### src/rtl/burst_pkg.sv
// Shared definitions for the word-burst refill protocol: state encoding, burst length
// and line-offset helper. Reused by the burst controller on the other side of the link.
package burst_pkg;

    typedef enum logic [1:0] {
        StIdle,
        StReq,
        StRecv,
        StHold
    } burst_state_e;

    localparam int unsigned BlockSize = 8;
    localparam int unsigned BURST_LEN = BlockSize - 1;

    // Number of byte-address bits that select a position inside one line.
    function automatic int unsigned line_off_bits(input int unsigned block_size,
                                                  input int unsigned data_width);
        return $clog2(block_size * data_width / 8);
    endfunction

endpackage

### src/rtl/refill_line_buffer.sv
// Line assembly storage: BLOCK_SIZE words, one indexed write port, whole line read out flat
// with word 0 in the least significant bits.
module refill_line_buffer #(
    parameter int unsigned DATA_WIDTH = 32,
    parameter int unsigned BLOCK_SIZE = 8
) (
    input  logic                             clk,
    input  logic                             rst_n,
    input  logic                             we_i,
    input  logic [$clog2(BLOCK_SIZE)-1:0]    idx_i,
    input  logic [DATA_WIDTH-1:0]            wdata_i,
    output logic [BLOCK_SIZE*DATA_WIDTH-1:0] line_o
);

    logic [BLOCK_SIZE-1:0][DATA_WIDTH-1:0] words_q;

    always_ff @(posedge clk or negedge rst_n) begin
        if (!rst_n) begin
            words_q <= '0;
        end else if (we_i) begin
            words_q[idx_i] <= wdata_i;
        end
    end

    assign line_o = words_q;

endmodule

### src/rtl/burst_refill_requester.sv
// Cache-side refill initiator: one burst request per miss, count-based word collection,
// line handed to the cache over valid/ready. Optional BURST_LAST_CHECK_EN enables err.
module burst_refill_requester
    import burst_pkg::*;
#(
    parameter int unsigned ADDR_WIDTH = 32,
    parameter int unsigned DATA_WIDTH = 32,
    parameter int unsigned BLOCK_SIZE = BlockSize
) (
    input  logic                             clk,
    input  logic                             rst_n,
    input  logic                             miss_req_i,
    input  logic [ADDR_WIDTH-1:0]            miss_addr_i,
    output logic                             miss_ack_o,
    output logic                             busy_o,
    output logic                             line_valid_o,
    input  logic                             line_ready_i,
    output logic [ADDR_WIDTH-1:0]            line_addr_o,
    output logic [BLOCK_SIZE*DATA_WIDTH-1:0] line_data_o,
    output logic                             mem_req_o,
    output logic [ADDR_WIDTH-1:0]            mem_addr_o,
    output logic [$clog2(BLOCK_SIZE):0]      mem_burst_len_o,
    input  logic                             mem_ready_i,
    input  logic                             mem_valid_i,
    input  logic [DATA_WIDTH-1:0]            mem_data_i,
    input  logic                             mem_last_i,
    output logic                             err_o
);

    localparam int unsigned CntW = $clog2(BLOCK_SIZE);
    localparam int unsigned LenW = CntW + 1;
    localparam int unsigned OffW = line_off_bits(BLOCK_SIZE, DATA_WIDTH);
    localparam logic [CntW-1:0] LastIdx = CntW'(BLOCK_SIZE - 1);
    localparam logic [ADDR_WIDTH-1:0] OffMask = ADDR_WIDTH'((64'd1 << OffW) - 64'd1);

    burst_state_e            state_q, state_d;
    logic [ADDR_WIDTH-1:0]   line_addr_q, line_addr_d;
    logic [CntW-1:0]         cnt_q, cnt_d;
    logic                    buf_we;

    always_ff @(posedge clk or negedge rst_n) begin
        if (!rst_n) begin
            state_q     <= StIdle;
            line_addr_q <= '0;
            cnt_q       <= '0;
        end else begin
            state_q     <= state_d;
            line_addr_q <= line_addr_d;
            cnt_q       <= cnt_d;
        end
    end

    always_comb begin
        state_d      = state_q;
        line_addr_d  = line_addr_q;
        cnt_d        = cnt_q;
        miss_ack_o   = 1'b0;
        mem_req_o    = 1'b0;
        line_valid_o = 1'b0;
        buf_we       = 1'b0;
        unique case (state_q)
            StIdle: begin
                miss_ack_o = miss_req_i;
                if (miss_req_i) begin
                    line_addr_d = miss_addr_i & ~OffMask;
                    cnt_d       = '0;
                    state_d     = StReq;
                end
            end
            StReq: begin
                mem_req_o = 1'b1;
                if (mem_ready_i) begin
                    state_d = StRecv;
                end
            end
            StRecv: begin
                if (mem_valid_i) begin
                    buf_we = 1'b1;
                    // Burst ends on the word count alone; the counter never wraps.
                    if (cnt_q == LastIdx) begin
                        state_d = StHold;
                    end else begin
                        cnt_d = cnt_q + 1'b1;
                    end
                end
            end
            StHold: begin
                line_valid_o = 1'b1;
                if (line_ready_i) begin
                    state_d = StIdle;
                end
            end
            default: begin
                state_d = StIdle;
            end
        endcase
    end

    refill_line_buffer #(
        .DATA_WIDTH (DATA_WIDTH),
        .BLOCK_SIZE (BLOCK_SIZE)
    ) u_line_buffer (
        .clk     (clk),
        .rst_n   (rst_n),
        .we_i    (buf_we),
        .idx_i   (cnt_q),
        .wdata_i (mem_data_i),
        .line_o  (line_data_o)
    );

    assign busy_o          = (state_q != StIdle);
    assign line_addr_o     = line_addr_q;
    assign mem_addr_o      = line_addr_q;
    assign mem_burst_len_o = LenW'(BLOCK_SIZE - 1);

`ifdef BURST_LAST_CHECK_EN
    logic err_q, err_d;

    always_comb begin
        err_d = err_q;
        if (state_q == StIdle && miss_req_i) begin
            err_d = 1'b0;
        end else if (state_q == StRecv && mem_valid_i &&
                     (mem_last_i != (cnt_q == LastIdx))) begin
            err_d = 1'b1;
        end
    end

    always_ff @(posedge clk or negedge rst_n) begin
        if (!rst_n) begin
            err_q <= 1'b0;
        end else begin
            err_q <= err_d;
        end
    end

    assign err_o = err_q;
`else
    logic unused_mem_last;
    assign unused_mem_last = mem_last_i;
    assign err_o           = 1'b0;
`endif

endmodule
### config.mk
export PLATFORM = sky130hd
export DESIGN_NAME = burst_refill_requester
export DESIGN_NICKNAME = d
export VERILOG_FILES = /design/src/rtl/burst_pkg.sv /design/src/rtl/refill_line_buffer.sv /design/src/rtl/burst_refill_requester.sv
export SDC_FILE = /design/constraint.sdc
export NUM_CORES = 1
export LEC_CHECK = 0
export ABC_CLOCK_PERIOD_IN_PS = 1750
export CORE_MARGIN = 1
export CORE_UTILIZATION = 41
export CTS_CLUSTER_SIZE = 14
export DETAILED_ROUTE_END_ITERATION = 12
export PLACE_DENSITY = 0.74
export SLEW_MARGIN = 20
export SYNTH_ARGS = -nofsm -noshare
export SYNTH_HDL_FRONTEND = slang
export SYNTH_SLANG_ARGS = --single-unit
### constraint.sdc
create_clock -name clk -period 1.75 [get_ports clk]
set_input_delay 0.35 -clock clk [delete_from_list [all_inputs] [get_ports clk]]
set_output_delay 0.35 -clock clk [all_outputs]
set_load 0.05 [all_outputs]
==> results.py <==
metrics = {
    "setup_path": {
        "crit_path_end_kind": "primary output",
        "critPathMaxStageDelay_ps": 360,
        "path_delay_family": "buffers and inverters",
        "cp_num_buf_inv": 5,
        "cpMostUsedCell": "buf_6",
        "cp.required_ps": 1400,
        "crit_path_top_delay_cell": "dfrtp_1",
        "arrival_ps": 1630,
        "start_kind": "flip-flop",
        "path_class": "reg -> out",
        "cp_max_fo": 4,
        "crit_chain": "inv_2 > buf_6 > ha_4 > buf_6 > nand2_8 > clkinvlp_4 > buf_12",
    },
    "final_layout": {
        "nNetsFinal": 1178,
        "register_area_sq_mm": 0.00721,
        "multi_input_area_sq_mm": 0.00374,
        "diodes": 0,
        "drive_gt1_share_pct": 61.9,
        "utilization_pct": 60.4,
        "fill_cells": 2099,
        "area_growth_pct": 44.4,
    },
    "power_and_ir_drop": {
        "power_density_mw_per_mm2": 2120,
        "leakagePower_uw": 0.00839,
        "power_uw": 34600,
        "ir_drop_v": 0.00143,
    },
    "synthesis": {
        "muxShareOfSynthArea_pct": 29.6,
        "synth_compound_area_share_pct": 0.232,
        "synth-seq-cells": 288,
        "yosysWarnings": 0,
        "synthAdderAreaFrac_pct": 0.664,
        "ys.flop_type": "dfrtp_1",
        "syn_avg_cell_area_sq_um": 16.5,
        "async_flop_share_pct": 100,
        "ys_types": 23,
        "synth_top_family_by_area": "multiplexers",
        "synthXorXnorAreaFrac_pct": 0,
        "syn_inst": 687,
        "synth_edf_count": 0,
        "yosysSeqAreaShare_pct": 63.8,
        "synth-simple-area-share_pct": 1.11,
        "syn-cell-area_sq_mm": 0.0113,
    },
    "run_status": {
        "violations": "setup timing",
        "outcome": "finished with violations",
    },
    "sta": {
        "rsz0062_at_grt": "true",
        "setup-violations-final": 256,
        "min_period_over_period_pct": 113,
        "finalHoldViolations": 0,
        "fin_crit_ps": 1980,
        "hold_slack_ps": 303,
        "tns_ps": -18470,
        "final_max_slew_viol_count": 0,
        "finClkSkew_ps": 8.29,
        "worst_slack_ps": -234,
        "fmax_mhz": 504,
    },
    "die": {
        "coreArea_sq_mm": 0.0270,
        "initial_core_util_pct": 41.8,
        "rows": 60,
        "die_area_sq_mm": 0.0282,
        "num_io_pins": 400,
        "die_w_um": 168,
        "die_h_um": 168,
    },
    "cts": {
        "clk_latency_ps": 550,
        "cts_tree": "done",
        "clkSinkCount": 288,
        "cts_buffer_depth": 3,
        "h-tree-depth": 1,
        "cts-buffers-inserted": 30,
        "root_buffer": "clkbuf_16",
        "path_clk_slew_ps": 60,
    },
    "global_route": {
        "grt_pass1_vias": 7399,
        "grt_pass1_wl_um": 44900,
        "grt_max_degree": 46,
        "antenna_found_initial": 0,
        "track_usage_pct": 20.6,
        "grt_overflow": 0,
    },
    "detailed_routing": {
        "drt_pre_antenna_iters": 4,
        "drt_wl_total_um": 29500,
        "routedWlPerCell_um": 20.1,
        "num_vias": 7148,
        "detail-route-antenna-nets": 0,
        "drcViolationCount": 0,
        "via_per_inst": 4.88,
        "drtIter0Drc": 293,
    },
    "placed_design": {
        "io_buffers": 378,
        "hpwl_um": 20100,
        "place.gp.congestion": 0.745,
    },
    "job": {
        "drv_cap": 0,
    },
    "worst_hold_path": {
        "hp-class": "in -> async",
    },
}
flip-flops by register name, indices dropped and copies added, names as in the netlist:
register and flops:
cnt_q 3, line_addr_o 27, state_q 2, u_line_buffer.line_o 256
cells in the mapped netlist (all sizes together), types with 2 or more instances:
master / number / area, sq um
nand2: 5 / 18.8
dfrtp: 288 / 7210
or3: 2 / 12.5
nand2b: 3 / 18.8
mux2i: 2 / 20.0
buf: 69 / 490
clkbuf: 2 / 7.51
mux2: 285 / 3320
conb: 2 / 7.51
nor2: 7 / 26.3
nor2b: 4 / 25.0
ha: 6 / 75.1
inv: 6 / 22.5
layer usage:
layer  wire, um  global-route usage (%)  vias up
met5          0                       0        -
met4        625                    5.54        0
met3       2170                    5.29       47
met2      14100                    33.5      267
met1      12600                    27.3     3651
li1           -                       -     3183
report_power, final:
part / internal [uW] / switching (uW)
Combinational: 6030 / 11800
Clock: 4080 / 2610
Sequential: 8840 / 1330
Total: 18900 / 15700
area by class of cell:
type | instances | share of cell area [%]
sequential | 288 | 44.1
timing repair buffer | 440 | 23.6
multi-input combinational | 335 | 22.9
clock buffer | 44 | 5.66
tap | 341 | 2.61
clock inverter | 11 | 0.828
inverter | 6 | 0.176
what timing repair did:
item | CTS | global route
gates resized for setup | 17 | 5
setup buffers | 2 | 6
endpoints found under the setup margin | 259 | 264
hold endpoints to repair | 31 | 0
hold buffers | 1 | 0
pin swaps | 6 | 5
gates cloned | 2 | 2
worst register-to-register path, delay by kind of cell, from the launching register on:
| family | cells | cell delay, ps |
|---|---|---|
| and+or+nand+nor | 2 | 590 |
| adders and majority gates | 1 | 220 |
| DFF | 1 | 390 |
| muxes | 1 | 340 |
| buffers and inverters | 2 | 280 |
final timing paths:
| path | from | end | slack, ps | depth (start not counted) |
|---|---|---|---|---|
| min in group clk | miss_addr_i[8] | line_addr_o[8] | 410 | 2 |
| worst max-delay path | state_q[0] | miss_ack_o | -230 | 7 |
| worst min register to register | u_line_buffer.line_o[174] | u_line_buffer.line_o[174] | 490 | 1 |
| worst min-delay path | rst_n | u_line_buffer.line_o[149] | 300 | 2 |
| max in group asynchronous | rst_n | u_line_buffer.line_o[211] | 770 | 3 |
| worst max register to register | state_q[0] | u_line_buffer.line_o[18] | -170 | 6 |
through the flow:
step	cell area [sq um]	std cells	setup slack (ps)
2_1_floorplan	11400	700	-125
3_3_place_gp	15000	1397	-452
3_5_place_dp	15000	1397	-469
4_1_cts	16200	1457	-282
5_1_grt	16300	1465	-318
6_report	16300	1465	-234
logic make-up (layout without fill, tap and decap cells):
family / count (synthesis) / after routing
DFF: 288 / 288
and+or+nand+nor: 24 / 24
adders and majority gates: 6 / 6
AOI/OAI and AO/OA: 3 / 3
muxes: 287 / 287
other: 2 / 15
buffers and inverters: 77 / 501
layout by cell type (no fill, tap or decap), types with 3 or more instances in the layout:
cell and count:
clkbuf_8 10, nand2_1 4, mux2_2 216, mux2_1 39, nand2b_1 3, clkinvlp_4 3
buf_6 7, clkbuf_1 3, dfrtp_1 288, buf_12 23, mux2_4 30, clkbuf_16 32
ha_2 3, nor2_4 6, clkdlybuf4s50_1 63, clkinv_2 6, bufinv_16 3, nor2b_1 4
buf_4 341, conb_1 15
No activity file was read; power rests on OpenSTA's default activity.
